--- src/rtl/signed_div_unit.sv ---
// signed_div_unit: sequential WIDTH-bit signed divider, restoring, MIPS signs.
// Ports: clk, reset(active-low async), a, b, start -> quotient, remainder, done, div_by_zero, busy.
module signed_div_unit #(
  parameter int WIDTH = 32
) (
  input  logic             clk,
  input  logic             reset,
  input  logic [WIDTH-1:0] a,
  input  logic [WIDTH-1:0] b,
  input  logic             start,
  output logic [WIDTH-1:0] quotient,
  output logic [WIDTH-1:0] remainder,
  output logic             done,
  output logic             div_by_zero,
  output logic             busy
);

  localparam int CW = $clog2(WIDTH);

  typedef enum logic [1:0] {
    IDLE,
    RUN,
    FIX,
    DONE
  } state_t;

  state_t           state_q;
  logic [WIDTH-1:0] dvd_q;
  logic [WIDTH-1:0] rem_q;
  logic [WIDTH:0]   dvs_q;
  logic [CW-1:0]    cnt_q;
  logic             qneg_q;
  logic             rneg_q;
  logic [WIDTH-1:0] quo_q;
  logic [WIDTH-1:0] res_q;
  logic             done_q;
  logic             dbz_q;
  logic             busy_q;

  logic [WIDTH-1:0] a_mag;
  logic [WIDTH-1:0] b_mag;
  logic [WIDTH:0]   shf_d;
  logic [WIDTH-1:0] sub_d;
  logic             ge_d;

  assign a_mag = a[WIDTH-1] ? -a : a;
  assign b_mag = b[WIDTH-1] ? -b : b;

  // Remainder can reach 2*|b|-1, hence the extra bit
  // before the trial subtract; the kept result always
  // fits back into WIDTH bits.
  assign shf_d = {rem_q, dvd_q[WIDTH-1]};
  assign ge_d  = shf_d >= dvs_q;
  assign sub_d = WIDTH'(shf_d - dvs_q);

  always_ff @(posedge clk or negedge reset) begin
    if (!reset) begin
      state_q <= IDLE;
      dvd_q   <= '0;
      rem_q   <= '0;
      dvs_q   <= '0;
      cnt_q   <= '0;
      qneg_q  <= 1'b0;
      rneg_q  <= 1'b0;
      quo_q   <= '0;
      res_q   <= '0;
      done_q  <= 1'b0;
      dbz_q   <= 1'b0;
      busy_q  <= 1'b0;
    end else begin
      unique case (state_q)
        IDLE: begin
          if (start) begin
            busy_q <= 1'b1;
            if (b == '0) begin
              dbz_q   <= 1'b1;
              quo_q   <= '0;
              res_q   <= '0;
              done_q  <= 1'b1;
              state_q <= DONE;
            end else begin
              dvd_q   <= a_mag;
              dvs_q   <= {1'b0, b_mag};
              rem_q   <= '0;
              cnt_q   <= '0;
              qneg_q  <= a[WIDTH-1] ^ b[WIDTH-1];
              rneg_q  <= a[WIDTH-1];
              dbz_q   <= 1'b0;
              state_q <= RUN;
            end
          end
        end
        RUN: begin
          rem_q <= ge_d ? sub_d : shf_d[WIDTH-1:0];
          dvd_q <= {dvd_q[WIDTH-2:0], ge_d};
          cnt_q <= cnt_q + 1'b1;
          if (cnt_q == CW'(WIDTH - 1)) begin
            state_q <= FIX;
          end
        end
        FIX: begin
          quo_q   <= qneg_q ? -dvd_q : dvd_q;
          res_q   <= rneg_q ? -rem_q : rem_q;
          done_q  <= 1'b1;
          state_q <= DONE;
        end
        DONE: begin
          done_q  <= 1'b0;
          busy_q  <= 1'b0;
          state_q <= IDLE;
        end
        default: begin
          state_q <= IDLE;
        end
      endcase
    end
  end

  assign quotient    = quo_q;
  assign remainder   = res_q;
  assign done        = done_q;
  assign div_by_zero = dbz_q;
  assign busy        = busy_q;

endmodule

--- config.mk ---
export PLATFORM = sky130hd
export DESIGN_NAME = signed_div_unit
export DESIGN_NICKNAME = d
export VERILOG_FILES = /design/src/rtl/signed_div_unit.sv
export SDC_FILE = /design/constraint.sdc
export NUM_CORES = 1
export LEC_CHECK = 0
export ABC_AREA = 1
export CAP_MARGIN = 15
export CORE_MARGIN = 4
export CORE_UTILIZATION = 40
export CTS_CLUSTER_DIAMETER = 120
export CTS_CLUSTER_SIZE = 28
export DETAILED_ROUTE_END_ITERATION = 16
export DONT_BUFFER_PORTS = 1
export REMOVE_ABC_BUFFERS = 1
export SYNTH_ARGS = -nofsm -noshare
export SYNTH_HDL_FRONTEND = slang
export SYNTH_SLANG_ARGS = --single-unit
--- constraint.sdc ---
create_clock -name clk -period 3.11 [get_ports clk]
set_input_delay 0.311 -clock clk [delete_from_list [all_inputs] [get_ports clk]]
set_output_delay 0.311 -clock clk [all_outputs]
set_load 0.03 [all_outputs]
# Word level (Yosys, flattened, before mapping)
# Cells that the tools add are included.
[op_classes]
order_cmp = 1
n_reduce_logical = 13
add_sub_neg = 6
n_eq_ne = 8
bitwise = 2
mux = 28
[ops]
columns = ["cell", "n"]
rows = [
  ["32-bit two-way mux", 11],
  ["32-bit one-hot mux with 2 select lines", 4],
  ["32-bit negation", 4],
  ["33-bit by 32-bit >= comparator with 1-bit output", 1],
  ["32-bit zero test", 1],
  ["32-bit subtractor", 1],
  ["3-bit AND reduction", 4],
  ["5-bit two-way mux", 2],
  ["5-bit one-hot mux with 2 select lines", 1],
  ["2-bit inequality test (second input constant)", 4],
  ["2-bit one-hot mux with 4 select lines", 1],
  ["2-bit two-way mux", 3],
  ["2-bit AND reduction", 3],
  ["2-bit nonzero test", 3],
  ["5-bit by 1-bit adder with 5-bit output (second input constant)", 1],
  ["5-bit == test (second input constant)", 1],
  ["2-bit == test (second input constant)", 2],
  ["1-bit two-way mux", 4],
  ["1-bit one-hot mux with 3 select lines", 1],
  ["3-bit nonzero test", 1],
  ["2-bit by 1-bit == test with 1-bit output (second input constant)", 1],
  ["2-bit zero test", 1],
  ["1-bit one-hot mux with 2 select lines", 1],
  ["1-bit NOT", 1],
  ["1-bit XOR", 1],
]
[totals]
regBits = 172
word_cells = 70

# Logic depth before layout (Yosys ltp)
[depth]
word_depth = 5
depth_mapped = 16
depth_no_buf = 16

# Least setup slack after synthesis
# No wires, ideal clock.
[synth_timing]
kind = "reg2reg"
start = "register dvd_q[31]"
end = "register rem_q[28]"
stages_incl_launch_ff = 17
period_less_slack_ps = 1963
path_buffers = 0
arrival_time_ps = 1846
slack_ps = 1147
setup_ps = 116
path_cell_list = "dfrtp_1 > inv_1 > ha_1 > inv_1 > fa_1 > nand2_1 > nand2_1 > nand3_1 > nand2_1 > nand2_1 > nand2_1 > nand2_1 > nand2_1 > nand2_1 > nand3_1 > nand2_1 > nand2_1"
[synth_between]
elab_chain_cells = 3
elab_cells_between_ends = 4
classes_between = "add/sub: 1; order compare: 1; mux: 2"
[synth_rtl]
columns = ["item", "line_no", "text"]
rows = [
  ["from (decl)", "28", "logic [WIDTH-1:0] dvd_q;"],
  ["from (signal assigned)", "82", "dvd_q <= a_mag;"],
  ["from (signal assigned)", "95", "dvd_q <= {dvd_q[WIDTH-2:0], ge_d};"],
  ["32-bit subtractor / 33-bit by 32-bit >= comparator with 1-bit output (equally long branches)", "54, 53", ""],
  ["32-bit two-way mux *", "94", "rem_q <= ge_d ? sub_d : shf_d[WIDTH-1:0];"],
  ["32-bit one-hot mux with 2 select lines *", "71", "unique case (state_q)"],
  ["to (signal assigned)", "94", ""],
  ["to (decl)", "29", "logic [WIDTH-1:0] rem_q;"],
]
# Mark *: on every way between the ends. The rest lies on a longest branch, timed or not.
# A chain may end at the register's enable or synchronous reset.

# Final worst setup path
[layout_timing]
start = "register rem_q[24]"
end = "register rem_q[30]"
[layout_between]
elab_chain_cells = 3
elab_cells_between_ends = 4
classes_between = "add/sub: 1; order compare: 1; mux: 2"
[layout_rtl]
columns = ["item", "line_no"]
rows = [
  ["32-bit subtractor / 33-bit by 32-bit >= comparator with 1-bit output (equally long branches)", "54, 53"],
  ["32-bit two-way mux *", "94"],
  ["32-bit one-hot mux with 2 select lines *", "71"],
]
# Marks and branches as above.

==> results by group <==
STA
  – Sum Neg Setup Slack: 0 ps
  – F_max: 0.3587 GHz
  – Worst slew pin tran: 715.4 ps
  – Final Hold Vio Count: approximately 170
  – Skew final: 14.08 ps
  – Max Slew Vio Count: 0
  – RSZ-0062 raised after global routing: no
  – Min Hold Slack: -444.3 ps
  – Period utilization: about 90%
  – Final min period: 2788 ps
  – Worst slew margin: 52.30%
  – # setup viols final: 0

Power and ir drop
  – Combinational share of power: about three fifths
  – Switching Share: 54.98%
  – Clock power share: between 10% and 20%
  – Max VDD drop: 696.8 uV
  – Pleak: 7.749 nW
  – Psw: 9.327 mW
  – Sequential Power Share: roughly 27%
  – Internal: 7.638 mW
  – PwrDens: 1166 mW/mm2

Placed design
  – GPL Wtd Cong: roughly 0.94
  – Dpl hpwl: 33230 um
  – PortBufs: 0
  – Placed instance area: 0.01393 mm2
  – Dpl cells: 2519

Synthesis
  – Post-synth ARST share: between 90% and 100%
  – Post-synthesis sequential area ratio: a little under a third
  – EDFF count, synth: 0
  – Main synth FF type: dfrtp_1
  – Post-Syn Area: 0.01353 mm2
  – Synth warn: 0
  – Mean post-synth cell area: between 6 and 7 um2
  – Yosys cell types: between 40 and 50
  – Post-synthesis cell count: 2111
  – Seq cells post-synth: between 150 and 200

Global routing
  – Grt ovf: 0
  – Total global-route track usage: 23.12%
  – Largest net degree at the start of global routing: 173
  – Initial antenna violation count: 0
  – First-pass GRT wire length: 67540 um
  – Vias in the first global route: 12420

Floorplan
  – Starting density of the core: 40.45%
  – Core area: 0.03345 mm2
  – I/O pin cnt: 134
  – Row Count: 67
  – Die width: 191.9 um
  – Die H: 191.9 um
  – Die footprint: between 0.03 and 0.04 mm2

Detailed routing
  – Post-Route WL: roughly 43000 um
  – DR vias: between 10000 and 15000
  – Antenna-violating nets left: 0
  – DR iter-0 viols: 1130
  – Total iterations of the first detailed-routing run: 6
  – Wire per inst: 16.80 um
  – Number of vias per cell: 5.140
  – Remaining routing DRC violations: 0

Worst setup path
  – CP cell instances: ha_1 > nand2_1 > nor2_1 > nand2_1 > a21oi_1 > nor2_4 > nand2_4 > nand2_2 > nand2_1 > nand2_1 > nand2_1
  – Kind of critical path: flop to flop
  – Crit path from: rem_q[24]
  – CP endpoint: rem_q[30]
  – RR Endpoint: rem_q[30]
  – Top cell by count, worst path: nand2_1
  – R2r startpoint: rem_q[24]
  – Worst-path maximum fanout: 33
  – Crit start category: flop
  – Critical path data arrival time: 3180 ps
  – Buf/Inv on CP: 0
  – Crit path largest cell delay: 460 ps
  – R2R Setup Slk: roughly 320 ps
  – CP max stage cell: dfrtp_1
  – WP depth: 11
  – Reg2Reg Depth: 11
  – CP endpoint kind: flop
  – Crit-path leading delay family: simple AND/OR/NAND/NOR gates
  – Required @ worst endpoint: 3500 ps

Min path
  – Worst Hold Class: input pin to asynchronous set/reset pin

Clock tree
  – CTS Root Cell: clkbuf_16
  – Clock Latency Late Sink: between 400 and 500 ps
  – Post-CTS setup repair buffer count: 0
  – H-Tree Depth: 4
  – Max clock buf depth: 2
  – CTS sink cnt: 172
  – Reg clk slew, reported paths: about 80 ps
  – Cts bufs inserted: 17
  – Hold buffers post-CTS: 1
  – CTS tree: yes
  – Post_cts resized: 0

Final layout
  – Layout cells sized above 1: 5.178%
  – Final #Nets: 2202
  – Design Area, Final: 0.01455 mm2
  – Finished Layout Cells: 2553
  – Number of inserted diodes: 0
  – Syn-to-layout area delta: 7.500%

Status
  – Status: finished, violations left
  – Failing checks: hold timing

Flow run
  – Max Cap Viol: 0
## worst min-delay path by stage
stage,start,endpoint,slack [ps]
2_1_floorplan,reset,busy,20
3_3_place_gp,reset,dvs_q[10],30
3_5_place_dp,reset,dvs_q[10],30
4_1_cts,reset,dvs_q[10],-460
5_1_grt,reset,dvs_q[10],-460
6_report,reset,dvs_q[10],-440
## cell families (layout without fill, tap and decap cells)
| family | Yosys count | in the layout | share of synthesized area, % |
|---|---|---|---|
| and+or+nand+nor | 1268 | 1269 | 39.17 |
| buffers and inverters | 349 | 342 | 10.59 |
| AOI/OAI and AO/OA | 184 | 184 | 8.249 |
| DFF | 172 | 172 | 31.81 |
| xor gates and xnor gates | 95 | 95 | 6.149 |
| adders and majority gates | 43 | 43 | 4.032 |
## flip-flops by register name (all words and copies together) (netlist names)
signal       cells
busy             1
cnt_q            5
div_by_zero      1
done             1
dvd_q           32
dvs_q           32
qneg_q           1
quotient        32
rem_q           32
remainder       32
rneg_q           1
state_q          2
## placed cells by master, fill, tap and decap left out, drive strengths merged, types with 5 or more instances in the layout
cell / n
a21o: 5
inv: 294
ha: 42
nand4: 26
a21oi: 34
o31ai: 9
dfrtp: 172
and2: 5
xnor2: 25
o211ai: 20
nor3: 23
nand3: 194
xor2: 70
nand3b: 12
clkbuf: 18
or2: 11
buf: 20
nor2: 199
o21ai: 109
clkinv: 6
nand2: 796
## per-layer routing
metal / vias up / part of all wire [%] / global-route usage (%)
li1: 6573 / - / -
met2: 444 / 43 / 34.27
met4: 0 / 2.2 / 6.575
met3: 60 / 7.4 / 4.962
met5: - / 0 / 0
met1: 6046 / 48 / 33.91
## stage by stage
| stage | hold WS [ps] | setup slack, ps | total power [mW] | utilization, % |
|---|---|---|---|---|
| 3_3_place_gp | 27.63 | 367.6 | 14.56 | 41.65 |
| 3_5_place_dp | 27.45 | 286.8 | 14.57 | 41.65 |
| 6_report | -444.3 | 322.4 | 16.97 | 43.49 |
| 5_1_grt | -461.5 | 131.0 | 18.52 | 43.49 |
| 4_1_cts | -464.4 | 275.7 | 16.89 | 43.47 |
| 2_1_floorplan | 15.41 | 627.5 | 11.55 | - |
## Yosys cell counts (8+ instances only)
master,instances,area (um2)
nand2_1,789,2962
inv_1,286,1074
nand3_1,192,960.9
nor2_1,189,709.4
dfrtp_1,172,4304
o21ai_0,74,370.4
xor2_1,70,613.1
ha_1,42,525.5
a21oi_1,33,165.2
buf_2,29,145.1
nand4_1,26,162.7
xnor2_1,25,219.0
nor3_1,23,115.1
o21ai_2,22,192.7
o211ai_1,20,150.1
clkbuf_1,18,67.56
o21ai_1,13,65.06
nand3b_1,11,82.58
or2_2,11,68.82
o31ai_1,9,67.56
buf_6,8,90.09
## power by group through the flow
stage	Clock, mW	Combinational (mW)	Sequential, mW
finish	2.26	10.1	4.59
global route	2.40	11.4	4.71
CTS	2.29	10.0	4.58
detailed placement	0	9.95	4.62
global placement	0	9.97	4.59
floorplan	0	7.15	4.40
## worst reg2reg max path: stages, from the launching register on
cell,delay [ps]
dfrtp_1,460
ha_1,420
nand2_1,130
nor2_1,200
nand2_1,130
a21oi_1,460
nor2_4,190
nand2_4,350
nand2_2,190
nand2_1,100
nand2_1,50
nand2_1,50
## cell type report
type	count	area, um2
Fill cell	3575	18900
Clock inverter	14	158.9
Multi-Input combinational cell	1591	7800
Clock buffer	18	439.2
Timing Repair Buffer	21	197.7
Sequential cell	172	4304
Inverter	289	1085
Tap cell	448	560.5
Note: power is estimated with default switching activity, not from simulation.
